**src/rtl/alu_op_decoder_if.sv**
```systemverilog
`default_nettype none
// ============================================================================
//  Module      : alu_op_decoder_if
//  Description : Handshake bundle between fetch/decode, the ALU op decoder,
//                and the execute stage.
//                master = environment side (drives instruction fields and
//                         outReady).
//                slave  = decoder side.
//  Revision    : 1.0  initial release
// ============================================================================
interface alu_op_decoder_if #(
    parameter int TAG_WIDTH = 5
);
    // upstream (instruction fields in)
    logic                 inValid;
    logic                 inReady;
    logic [6:0]           opcode;
    logic [2:0]           funct3;
    logic                 funct7b5;
    logic [TAG_WIDTH-1:0] inTag;

    // downstream (decoded result out)
    logic                 outValid;
    logic                 outReady;
    logic [2:0]           aluControl;
    logic                 illegal;
    logic [TAG_WIDTH-1:0] outTag;

    modport master (
        output inValid, opcode, funct3, funct7b5, inTag, outReady,
        input  inReady, outValid, aluControl, illegal, outTag
    );

    modport slave (
        input  inValid, opcode, funct3, funct7b5, inTag, outReady,
        output inReady, outValid, aluControl, illegal, outTag
    );
endinterface
`default_nettype wire

```
**src/rtl/alu_op_decoder.sv**
```systemverilog
`default_nettype none
// ============================================================================
//  Module      : alu_op_decoder
//  Description : Registered RV32I aluControl decoder with a 2-entry skid
//                buffer and valid/ready handshakes on both sides.
//                Instructions with no ALU encoding are flagged illegal and
//                carry aluControl 000.
//                Optional feature macro: ALU_OP_DECODER_ILLEGAL_STICKY_EN
//                (adds illegalClr / illegalSeen sticky flag).
//  Revision    : 1.0  initial release
// ============================================================================
module alu_op_decoder #(
    parameter int TAG_WIDTH = 5
) (
    input  wire logic       clk,
    input  wire logic       rst_n,
    alu_op_decoder_if.slave bus
`ifdef ALU_OP_DECODER_ILLEGAL_STICKY_EN
    ,
    input  wire logic       illegalClr,
    output logic            illegalSeen
`endif
);

    localparam logic [6:0] OP_R      = 7'b0110011;
    localparam logic [6:0] OP_I      = 7'b0010011;
    localparam logic [6:0] OP_LOAD   = 7'b0000011;
    localparam logic [6:0] OP_STORE  = 7'b0100011;
    localparam logic [6:0] OP_JALR   = 7'b1100111;
    localparam logic [6:0] OP_AUIPC  = 7'b0010111;
    localparam logic [6:0] OP_LUI    = 7'b0110111;
    localparam logic [6:0] OP_BRANCH = 7'b1100011;
    localparam logic [6:0] OP_JAL    = 7'b1101111;

    // occupancy of the skid buffer
    localparam logic [1:0] EMPTY = 2'd0;
    localparam logic [1:0] ONE   = 2'd1;
    localparam logic [1:0] FULL  = 2'd2;

    logic [1:0]           count;
    // head entry drives the outputs directly, so outputs hold when empty
    logic [2:0]           head_alu;
    logic                 head_ill;
    logic [TAG_WIDTH-1:0] head_tag;
    // second entry, only meaningful when count == FULL
    logic [2:0]           skid_alu;
    logic                 skid_ill;
    logic [TAG_WIDTH-1:0] skid_tag;

    logic [2:0]           dec_alu;
    logic                 dec_ill;
    logic                 in_fire;
    logic                 out_fire;

    // inReady depends only on the count register: no path from outReady
    assign bus.inReady    = (count != FULL);
    assign bus.outValid   = (count != EMPTY);
    assign bus.aluControl = head_alu;
    assign bus.illegal    = head_ill;
    assign bus.outTag     = head_tag;

    assign in_fire  = bus.inValid && (count != FULL);
    assign out_fire = (count != EMPTY) && bus.outReady;

    // decode the incoming instruction fields into aluControl / illegal
    always_comb begin
        dec_alu = 3'b000;
        dec_ill = 1'b0;
        case (bus.opcode)
            OP_R, OP_I: begin
                case (bus.funct3)
                    3'b000:  dec_alu = (bus.opcode == OP_R && bus.funct7b5) ? 3'b001 : 3'b000;
                    3'b111:  dec_alu = 3'b010;
                    3'b110:  dec_alu = 3'b011;
                    3'b011:  dec_alu = 3'b100;
                    3'b010:  dec_alu = 3'b101;
                    3'b001:  dec_alu = 3'b110;
                    // srl/srli are encodable, sra/srai are not
                    3'b101: begin
                        if (bus.funct7b5) begin
                            dec_ill = 1'b1;
                        end else begin
                            dec_alu = 3'b111;
                        end
                    end
                    // xor/xori has no ALU encoding
                    default: dec_ill = 1'b1;
                endcase
            end
            OP_LOAD, OP_STORE, OP_JALR, OP_AUIPC, OP_LUI, OP_JAL: dec_alu = 3'b000;
            OP_BRANCH: begin
                case (bus.funct3)
                    3'b000, 3'b001: dec_alu = 3'b001;
                    3'b100, 3'b101: dec_alu = 3'b101;
                    3'b110, 3'b111: dec_alu = 3'b100;
                    default:        dec_ill = 1'b1;
                endcase
            end
            default: dec_ill = 1'b1;
        endcase
    end

    // skid buffer: head is refilled from input (from empty / pass-through) or from skid
    always_ff @(posedge clk or negedge rst_n) begin
        if (!rst_n) begin
            count    <= EMPTY;
            head_alu <= 3'b000;
            head_ill <= 1'b0;
            head_tag <= '0;
            skid_alu <= 3'b000;
            skid_ill <= 1'b0;
            skid_tag <= '0;
        end else begin
            case (count)
                EMPTY: begin
                    if (in_fire) begin
                        head_alu <= dec_alu;
                        head_ill <= dec_ill;
                        head_tag <= bus.inTag;
                        count    <= ONE;
                    end
                end
                ONE: begin
                    if (in_fire && out_fire) begin
                        head_alu <= dec_alu;
                        head_ill <= dec_ill;
                        head_tag <= bus.inTag;
                    end else if (in_fire) begin
                        skid_alu <= dec_alu;
                        skid_ill <= dec_ill;
                        skid_tag <= bus.inTag;
                        count    <= FULL;
                    end else if (out_fire) begin
                        count    <= EMPTY;
                    end
                end
                FULL: begin
                    if (out_fire) begin
                        head_alu <= skid_alu;
                        head_ill <= skid_ill;
                        head_tag <= skid_tag;
                        count    <= ONE;
                    end
                end
                default: count <= EMPTY;
            endcase
        end
    end

`ifdef ALU_OP_DECODER_ILLEGAL_STICKY_EN
    // sticky flag: set by draining an illegal entry, set beats clear
    always_ff @(posedge clk or negedge rst_n) begin
        if (!rst_n) begin
            illegalSeen <= 1'b0;
        end else if (out_fire && head_ill) begin
            illegalSeen <= 1'b1;
        end else if (illegalClr) begin
            illegalSeen <= 1'b0;
        end
    end
`endif

endmodule
`default_nettype wire

```
**src/flat_wrapper.sv**
```systemverilog
// flat-port wrapper written by rule: the top's interface ports become plain ports
module alu_op_decoder_flat 
#(
    parameter int TAG_WIDTH = 5
)
  (clk, rst_n, bus_inValid, bus_opcode, bus_funct3, bus_funct7b5, bus_inTag, bus_outReady, bus_inReady, bus_outValid, bus_aluControl, bus_illegal, bus_outTag);
  alu_op_decoder_if #(.TAG_WIDTH(TAG_WIDTH)) bus_i ();
  input  wire logic clk;
  input  wire logic rst_n;
  input wire logic [$bits(bus_i.inValid)-1:0] bus_inValid;
  input wire logic [$bits(bus_i.opcode)-1:0] bus_opcode;
  input wire logic [$bits(bus_i.funct3)-1:0] bus_funct3;
  input wire logic [$bits(bus_i.funct7b5)-1:0] bus_funct7b5;
  input wire logic [$bits(bus_i.inTag)-1:0] bus_inTag;
  input wire logic [$bits(bus_i.outReady)-1:0] bus_outReady;
  output wire logic [$bits(bus_i.inReady)-1:0] bus_inReady;
  output wire logic [$bits(bus_i.outValid)-1:0] bus_outValid;
  output wire logic [$bits(bus_i.aluControl)-1:0] bus_aluControl;
  output wire logic [$bits(bus_i.illegal)-1:0] bus_illegal;
  output wire logic [$bits(bus_i.outTag)-1:0] bus_outTag;
  assign bus_i.inValid = bus_inValid;
  assign bus_i.opcode = bus_opcode;
  assign bus_i.funct3 = bus_funct3;
  assign bus_i.funct7b5 = bus_funct7b5;
  assign bus_i.inTag = bus_inTag;
  assign bus_i.outReady = bus_outReady;
  assign bus_inReady = bus_i.inReady;
  assign bus_outValid = bus_i.outValid;
  assign bus_aluControl = bus_i.aluControl;
  assign bus_illegal = bus_i.illegal;
  assign bus_outTag = bus_i.outTag;
  alu_op_decoder #(.TAG_WIDTH(TAG_WIDTH)) u_core (.clk(clk), .rst_n(rst_n), .bus(bus_i));
endmodule
```
**config.mk**
```make
export PLATFORM = sky130hd
export DESIGN_NAME = alu_op_decoder_flat
export DESIGN_NICKNAME = d
export VERILOG_FILES = /design/src/rtl/alu_op_decoder_if.sv /design/src/rtl/alu_op_decoder.sv /design/src/flat_wrapper.sv
export SDC_FILE = /design/constraint.sdc
export NUM_CORES = 1
export LEC_CHECK = 0
export ABC_AREA = 1
export BUFFER_PORTS_ARGS = -buffer_cell sky130_fd_sc_hd__buf_4
export CELL_PAD_IN_SITES_DETAIL_PLACEMENT = 1
export CELL_PAD_IN_SITES_GLOBAL_PLACEMENT = 1
export CORE_UTILIZATION = 36
export CTS_CLUSTER_SIZE = 8
export DETAILED_ROUTE_END_ITERATION = 10
export PLACE_DENSITY_LB_ADDON = 0.1
export SYNTH_ARGS = -nofsm -noshare
export SYNTH_HDL_FRONTEND = slang
export SYNTH_SLANG_ARGS = --single-unit
export TNS_END_PERCENT = 20
```
**constraint.sdc**
```tcl
create_clock -name clk -period 1.3 [get_ports clk]
set_input_delay 0.13 -clock clk [delete_from_list [all_inputs] [get_ports clk]]
set_output_delay 0.13 -clock clk [all_outputs]
set_load 0.005 [all_outputs]
```
==> results.cfg, run 1 <==
[power_and_ir_drop]
p_per_area_mw_per_mm2 = 1274
clkPwrFrac_pct = 19.4
p_int_uw = 1258
peakVddDrop_mv = 0.4054
power.switching_uw = 588.0
power_frac_comb_pct = 33.0
power_frac_seq_pct = 47.6
finalPower_uw = 1846
p_leak_uw = 0.0007442
switching_share_pct = 31.85

[layout]
fill_cells = 363
diodes = 0
syn_to_final_growth_pct = 32.49
final_core_util_pct = 51.65
most-common-layout-cells = nand2_1 (50), buf_4 (34), dfrtp_1 (19)
drive_above_1_share_pct = 30.56
finalNetCount = 201
layout_commonest_cell = nand2_1

[global_routing]
grtUsageTotal_pct = 18.64
grt_pass1_wl_um = 4719
overflow = 0
antenna_found_initial = 0
first_global_vias = 1097
grt_max_degree = 21

[logic_synthesis]
syn_inst = 143
yosysSeqAreaShare_pct = 45.77
syn_avg_cell_area_um2 = 7.647
synth_area_mm2 = 0.001094
synth_flop_cell = dfrtp_1
ys_types = 24
synth-edff-count = 0
yosys_warnings = 0
synthArstFlopShare_pct = 100.0
syn_nets = 163
ys_ff_latch = 20

[sta]
fin_crit_ps = 1313
max_freq_mhz = 761.9
setup_viol = 2
slew_viol_final = 0
timing.final.ws_setup_ps = -12.54
period_share_pct = 101.0
final-hold-violation-count = 0
rsz0062_at_grt = yes
hold_ws_ps = 33.36
fin_skew_ps = 4.842
slew_headroom_pct = 77.27
tightest_slew_ps = 340.6

[clock_network]
clk_latency_ps = 300
cts_max_level = 1
clock-sinks = 20
numCtsBuffers = 3
clk_pin_slew_ps = 110
cts_tree = yes
cts_max_path_buffers = 2
cts-root-buf = clkbuf_4

[setup_path]
cp.arrival_ps = 1530
cp_top_family = flip-flops
slowest_delay_ps = 390
required_ps = 1520
end_kind = register
cp_max_fo = 5
worst-path-buf-inv = 2
start_kind = register
worstSetupPathType = register to register
path_cells = buf_4, nor2_4, nor2_2, a21oi_4, buf_6, nor2_1, a31oi_2
crit_slowest_cell = dfrtp_1

[placed_design]
port_buffers = 30
place_congestion = 0.7202
dp_hpwl_um = 2171

[floorplan]
rows = 19
dieArea_mm2 = 0.003262
start_util_pct = 38.98
fp.dieW_um = 57.12
pin_count = 31
core-area_mm2 = 0.002805
die_h_um = 57.12

[routing]
routed_wl_um = 2695
ant_nets = 0
first_iter_violations = 34
num_vias = 1051
drt_pass1_iterations = 7
drc = 6
viasPerCell = 4.981
post_drt_wl_per_cell_um = 12.77

[run_status]
violations = DRC, setup timing
outcome = finished, violations left

[job]
max_cap_violations = 0

[hold_path]
hold_path.class = input port to register
## sequential cells by signal (all words and copies together), names as in the netlist
name,cells
u_core.count,2
u_core.skid_ill,1
u_core.bus.illegal,1
u_core.skid_alu,3
u_core.bus.aluControl,3
u_core.bus.outTag,5
u_core.skid_tag,5
## repair_timing
action	in CTS	in global routing
gates resized for setup	6	2
setup endpoints to repair	8	12
setup buffers	1	0
hold buffers	1	0
hold endpoints to repair	20	0
## power groups by stage
stage	Clock (µW)	Combinational [µW]	Sequential, µW
global placement	0	554	880
detailed placement	0	581	889
global route	393	682	897
CTS	370	616	877
finish	358	610	878
floorplan	0	312	875
## layer usage
metal  routed length, µm  global-route usage, %  up-vias  share of wire (%)
met5                   0                      0        -                  0
met1                1175                  22.32      492                 44
met4                  27                  7.317        0                1.0
met2                1407                  34.62       24                 52
li1                    -                      -      533                  -
met3                  85                  1.361        2                3.2
## cell type report
class	count	area (µm²)	area share, %
Inverter	14	55.05	3.800
Tap cell	31	38.79	2.677
Timing Repair Buffer	37	287.8	19.86
Multi-Input combinational cell	105	529.3	36.53
Sequential cell	20	501.7	34.63
Clock buffer	4	36.28	2.504
## synthesized netlist by cell type (2+ instances only)
| cell type | instances | area [µm²] |
|---|---|---|
| o21ai_0 | 4 | 20.02 |
| nor2_1 | 15 | 56.30 |
| o21ai_1 | 3 | 15.01 |
| inv_2 | 2 | 7.510 |
| nand2_1 | 50 | 187.7 |
| nand3_1 | 10 | 50.05 |
| buf_2 | 2 | 10.01 |
| nor2_2 | 3 | 18.77 |
| a31oi_1 | 2 | 12.51 |
| a31oi_2 | 4 | 50.05 |
| dfrtp_1 | 20 | 500.5 |
| a21oi_1 | 5 | 25.02 |
| inv_1 | 12 | 45.04 |
## cells by family (layout without fill, tap and decap cells)
family                 after synthesis  count (layout)  share of synthesized area (%)
and+or+nand+nor                     82              82                          31.12
DFF                                 20              20                          45.77
AOI/OAI and AO/OA                   23              23                          15.68
buffers and inverters               18              55                          7.437
## through the flow
stage               setup TNS [ps]  area (µm²)  setup WS [ps]  cells
detailed placement          -47.32        1366         -29.19    205
finish                      -22.09        1449         -12.54    211
global placement                 0        1366          85.14    205
CTS                         -39.31        1443         -20.11    211
global route                -864.6        1449         -135.9    211
floorplan                        0        1094          123.8    143
## worst paths after layout
path	depth (start not counted)	start	slack, ps	end
worst min-delay path	2	bus_inValid	30	u_core.count[0]
worst min register to register	2	u_core.skid_tag[1]	490	u_core.skid_tag[1]
worst max-delay path	7	u_core.count[0]	-10	u_core.bus.outTag[2]
max in group asynchronous	2	rst_n	850	u_core.count[1]
min in group asynchronous	2	rst_n	230	u_core.count[0]
worst max register to register	7	u_core.count[0]	-10	u_core.bus.outTag[2]
Power figures use the tool's default switching activity.
==> inputs of run 2 (changes only) <==
--- a/config.mk
+++ b/config.mk
@@ -13,6 +13,7 @@
 export CTS_CLUSTER_SIZE = 8
 export DETAILED_ROUTE_END_ITERATION = 10
 export PLACE_DENSITY_LB_ADDON = 0.1
+export RECOVER_POWER = 25
 export SYNTH_ARGS = -nofsm -noshare
 export SYNTH_HDL_FRONTEND = slang
 export SYNTH_SLANG_ARGS = --single-unit
==> run 2 against run 1 <==
Sequential power about the same. Global-route usage unchanged. Highest routed layer unchanged. Cell count unchanged. Register-to-register slack hardly changed. Sequential cell count is the same. Clock skew unchanged. Die area unchanged. Final area decreased by 0.17%. Via count is the same. Critical endpoint unchanged. Clock-buffer cell count stayed put. The flow still finishes with violations (DRC, setup timing). Clock power about the same.
==> results.cfg, run 2 (synthesis gave the netlist of run 1 again) <==
[layout]
most-common-layout-cells = nand2_1 (50), buf_4 (33), dfrtp_1 (19)
diodes = 0
syn_to_final_growth_pct = 32.27
fill_cells = 363
layout_commonest_cell = nand2_1
drive_above_1_share_pct = 30.56
final_core_util_pct = 51.56
finalNetCount = 201

[placed_design]
port_buffers = 30
dp_hpwl_um = 2171
place_congestion = 0.7202
dp_worst_setup_slack_ps = -29.19

[routing]
post_drt_wl_per_cell_um = 12.77
ant_nets = 0
drc = 6
first_iter_violations = 34
drt_pass1_iterations = 7
routed_wl_um = 2694
num_vias = 1051
viasPerCell = 4.981

[floorplan]
dieArea_mm2 = 0.003262
core-area_mm2 = 0.002805
fp.dieW_um = 57.12
rows = 19
start_util_pct = 38.98
die_h_um = 57.12
pin_count = 31

[sta]
final-hold-violation-count = 0
rsz0062_at_grt = yes
slew_viol_final = 0
timing.final.ws_setup_ps = -12.54
tightest_slew_ps = 499.5
max_freq_mhz = 761.9
slew_headroom_pct = 66.70
fin_skew_ps = 4.842
fin_crit_ps = 1313
setup_viol = 2
period_share_pct = 101.0

[global_routing]
grtUsageTotal_pct = 18.64
first_global_vias = 1097
overflow = 0
grt_pass1_wl_um = 4719
antenna_found_initial = 0
grt_max_degree = 21

[power_and_ir_drop]
p_per_area_mw_per_mm2 = 1276
peakVddDrop_mv = 0.4053
p_leak_uw = 0.0007436
finalPower_uw = 1845

[clock_network]
clk_latency_ps = 300
numCtsBuffers = 3
cts-root-buf = clkbuf_4
cts_max_level = 1
cts_tree = yes
clock-sinks = 20
cts_max_path_buffers = 2
clk_pin_slew_ps = 110

[setup_path]
worstSetupPathType = register to register
rrSetupSlack_ps = -10
start_kind = register
required_ps = 1520
cp_max_fo = 5
cp.arrival_ps = 1530
end_kind = register

[hold_path]
hold_path.class = input port to register

[run_status]
outcome = finished, violations left
violations = DRC, setup timing

[job]
max_cap_violations = 0
## run 2: cell types whose count changed in the layout (fill, tap and decap cells not counted)
| cell | previous run | this run |
|---|---|---|
| buf_4 | 34 | 33 |
| clkbuf_2 | 0 | 1 |
## run 2: power breakdown
part	total [µW]	internal [µW]	switching [µW]
combinational	609	304	305
sequential	878	782	95.9
clock	358	171	187
## run 2: path summary, 6_finish.rpt
kind | cells past startpoint | start | to
max in group asynchronous | 2 | rst_n | u_core.count[1]
max reg2reg | 7 | u_core.count[0] | u_core.bus.outTag[2]
min in group asynchronous | 2 | rst_n | u_core.count[0]
max | 7 | u_core.count[0] | u_core.bus.outTag[2]
min reg2reg | 2 | u_core.skid_tag[1] | u_core.skid_tag[1]
min | 2 | bus_inValid | u_core.count[0]
## run 2: layer usage
layer | global-route usage [%] | vias up | wire [µm]
li1 | - | 533 | -
met1 | 22.32 | 492 | 1174
met2 | 34.62 | 24 | 1406
met3 | 1.361 | 2 | 85
met4 | 7.317 | 0 | 27
met5 | 0 | - | 0
## run 2: through the flow
| step | instance area, µm² | setup TNS (ps) | std cells | hold slack, ps |
|---|---|---|---|---|
| 2_1_floorplan | 1094 | 0 | 143 | -165.6 |
| 3_3_place_gp | 1366 | 0 | 205 | 24.22 |
| 3_5_place_dp | 1366 | -47.32 | 205 | 25.38 |
| 4_1_cts | 1443 | -39.31 | 211 | 18.43 |
| 5_1_grt | 1446 | -864.6 | 211 | 28.14 |
| 6_report | 1446 | -22.09 | 211 | 33.36 |
## run 2: repair_timing
action | 4_1_cts | 5_1_grt
gates resized for setup | 6 | 2
endpoints found under the hold margin | 20 | 0
hold buffers | 1 | 0
pin swaps | 0 | 0
setup buffers | 1 | 0
gates cloned | 0 | 0
endpoints found under the setup margin | 8 | 12
## run 2: layout make-up
cell class | instances | area, µm² | area share, %
inverters | 14 | 55.05 | 3.806
repair buffers | 37 | 285.3 | 19.72
flip-flops and latches | 20 | 501.7 | 34.69
multi-input cells | 105 | 529.3 | 36.59
clock buffers | 4 | 36.28 | 2.509
well taps | 31 | 38.79 | 2.682
## run 2: worst max-delay path, cell delays in order, from the launching register on
cell     delay [ps]
dfrtp_1         390
buf_4           140
nor2_4          110
nor2_2           70
a21oi_4         170
buf_6           150
nor2_1           50
a31oi_2         150
==> inputs of run 3 (changes only) <==
--- a/config.mk
+++ b/config.mk
@@ -9,7 +9,7 @@
 export BUFFER_PORTS_ARGS = -buffer_cell sky130_fd_sc_hd__buf_4
 export CELL_PAD_IN_SITES_DETAIL_PLACEMENT = 1
 export CELL_PAD_IN_SITES_GLOBAL_PLACEMENT = 1
-export CORE_UTILIZATION = 36
+export CORE_UTILIZATION = 25
 export CTS_CLUSTER_SIZE = 8
 export DETAILED_ROUTE_END_ITERATION = 10
 export PLACE_DENSITY_LB_ADDON = 0.1
==> constraint.sdc (replaced) <==
create_clock -name clk -period 1.4 [get_ports clk]
set_input_delay 0.14 -clock clk [delete_from_list [all_inputs] [get_ports clk]]
set_output_delay 0.14 -clock clk [all_outputs]
set_load 0.005 [all_outputs]
==> run 3 against run 2 <==
The run now ends clean. Combinational power down 13%. Register-to-register slack better by 150 ps. Final area up 1.6%. Clock skew down 2.7 ps. Die area grew 42%. Clock-buffer cell count fell by 1. Routed wire length grew 6.2%. Largest power group unchanged. Highest routed layer unchanged.
==> results.cfg, run 3 (synthesis gave the netlist of run 1 again) <==
[run_status]
outcome = finished, final reports clean

[global_routing]
grtUsageTotal_pct = 13.42
antenna_found_initial = 0
overflow = 0
grt_max_degree = 21
use_met3_pct = 1.667
busiest_layer = met2
grt_use_met1_pct = 15.47
grt_pass1_wl_um = 4588
use_met2_pct = 24.39
first_global_vias = 1035

[power_and_ir_drop]
peakVddDrop_mv = 0.3762
p_leak_uw = 0.0007454
finalPower_uw = 1924
p_per_area_mw_per_mm2 = 1310

[routing]
routed_wl_um = 2862
first_iter_violations = 63
drc = 0
num_vias = 1048
post_drt_wl_per_cell_um = 12.50
viasPerCell = 4.576
ant_nets = 0
drt_pass1_iterations = 4

[sta]
final-hold-violation-count = 0
slew_headroom_pct = 65.19
fin_skew_ps = 2.100
tns_ps = 0
slew_viol_final = 0
setup_viol = 0
max_freq_mhz = 767.4
period_share_pct = 93.08
rsz0062_at_grt = no
fin_crit_ps = 1303
tightest_slew_ps = 522.1

[floorplan]
core-area_mm2 = 0.004086
dieArea_mm2 = 0.004642
fp.dieW_um = 68.14
die_h_um = 68.14
start_util_pct = 26.76
rows = 23
pin_count = 31

[clock_network]
cts_tree = yes
cts-root-buf = clkbuf_8
cts_max_level = 1
clock-sinks = 20
cts_max_path_buffers = 2
post_cts_buffers = 0
clk_latency_ps = 250
clk_pin_slew_ps = 80
numCtsBuffers = 3

[setup_path]
end_kind = output pin
required_ps = 1260
worstSetupPathType = register to output pin
cp_max_fo = 7
start_kind = register
cp.arrival_ps = 1160

[layout]
finalNetCount = 200
most-common-layout-cells = nand2_1 (50), buf_4 (34), dfrtp_1 (20)
fill_cells = 520
layout_commonest_cell = nand2_1
drive_above_1_share_pct = 28.49
diodes = 0
syn_to_final_growth_pct = 34.33

[job]
max_cap_violations = 0

[placed_design]
place_congestion = 0.6807
dp_hpwl_um = 2285
port_buffers = 30

[hold_path]
hold_path.class = input port to register
==> run 3: cell types whose count changed in the layout (fill, tap and decap cells not counted), moves of 2 or more <==
cell	previous run	this run
clkbuf_4	3	0
clkbuf_8	1	3
buf_6	2	0
a21oi_2	2	0
a21oi_1	3	5
==> run 3: worst paths after layout <==
check,startpoint,to,slack (ps),cells after the start
worst max register to register,u_core.count[1],u_core.bus.outTag[4],140,6
worst max-delay path,u_core.count[1],bus_inReady,100,3
max in group asynchronous,rst_n,u_core.bus.aluControl[2],670,2
min in group asynchronous,rst_n,u_core.bus.outTag[0],380,2
worst min register to register,u_core.skid_tag[2],u_core.skid_tag[2],490,2
worst min-delay path,bus_inTag[2],u_core.skid_tag[2],90,3
==> run 3: stage by stage <==
step	hold slack [ps]	worst slack [ps]	util (%)	instances	instance area [µm²]
finish	85.48	96.95	35.95	229	1469
CTS	82.47	76.15	36.01	229	1471
global placement	39.42	165.6	34.02	224	1390
floorplan	-155.6	223.8	-	143	1094
global route	79.60	31.18	35.95	229	1469
detailed placement	41.89	120.1	34.02	224	1390
==> run 3: critical path, cell delays in order (launching register included) <==
cell     delay, ps
dfrtp_1        440
nand2_2        160
buf_4          180
buf_4          130
==> run 3: report_power, final <==
part	internal, µW	leakage, µW	switching (µW)
Sequential	727	0.000245	91.0
Clock	381	0.0000357	197
Combinational	263	0.000464	265
Total	1370	0.000745	553
==> run 3: layer usage <==
layer  wire length [µm]  up-vias  part of all wire (%)
met2               1465       23                    51
met5                  0        -                     0
met4                 34        0                   1.2
met1               1242      493                    43
met3                120        2                   4.2
li1                   -      530                     -
==> run 3: repair_timing <==
action,in CTS,in global routing
resized for setup,0,0
hold endpoints to repair,20,0
hold buffers,1,0
==> run 3: layout make-up <==
cell class	count	area (µm²)	share of cell area (%)
inverter	14	52.55	3.578
timing repair buffer	36	270.3	18.40
multi-input combinational	105	511.7	34.84
clock buffer	3	41.29	2.811
clock inverter	1	30.03	2.044
sequential	20	500.5	34.07
tap	50	62.56	4.259
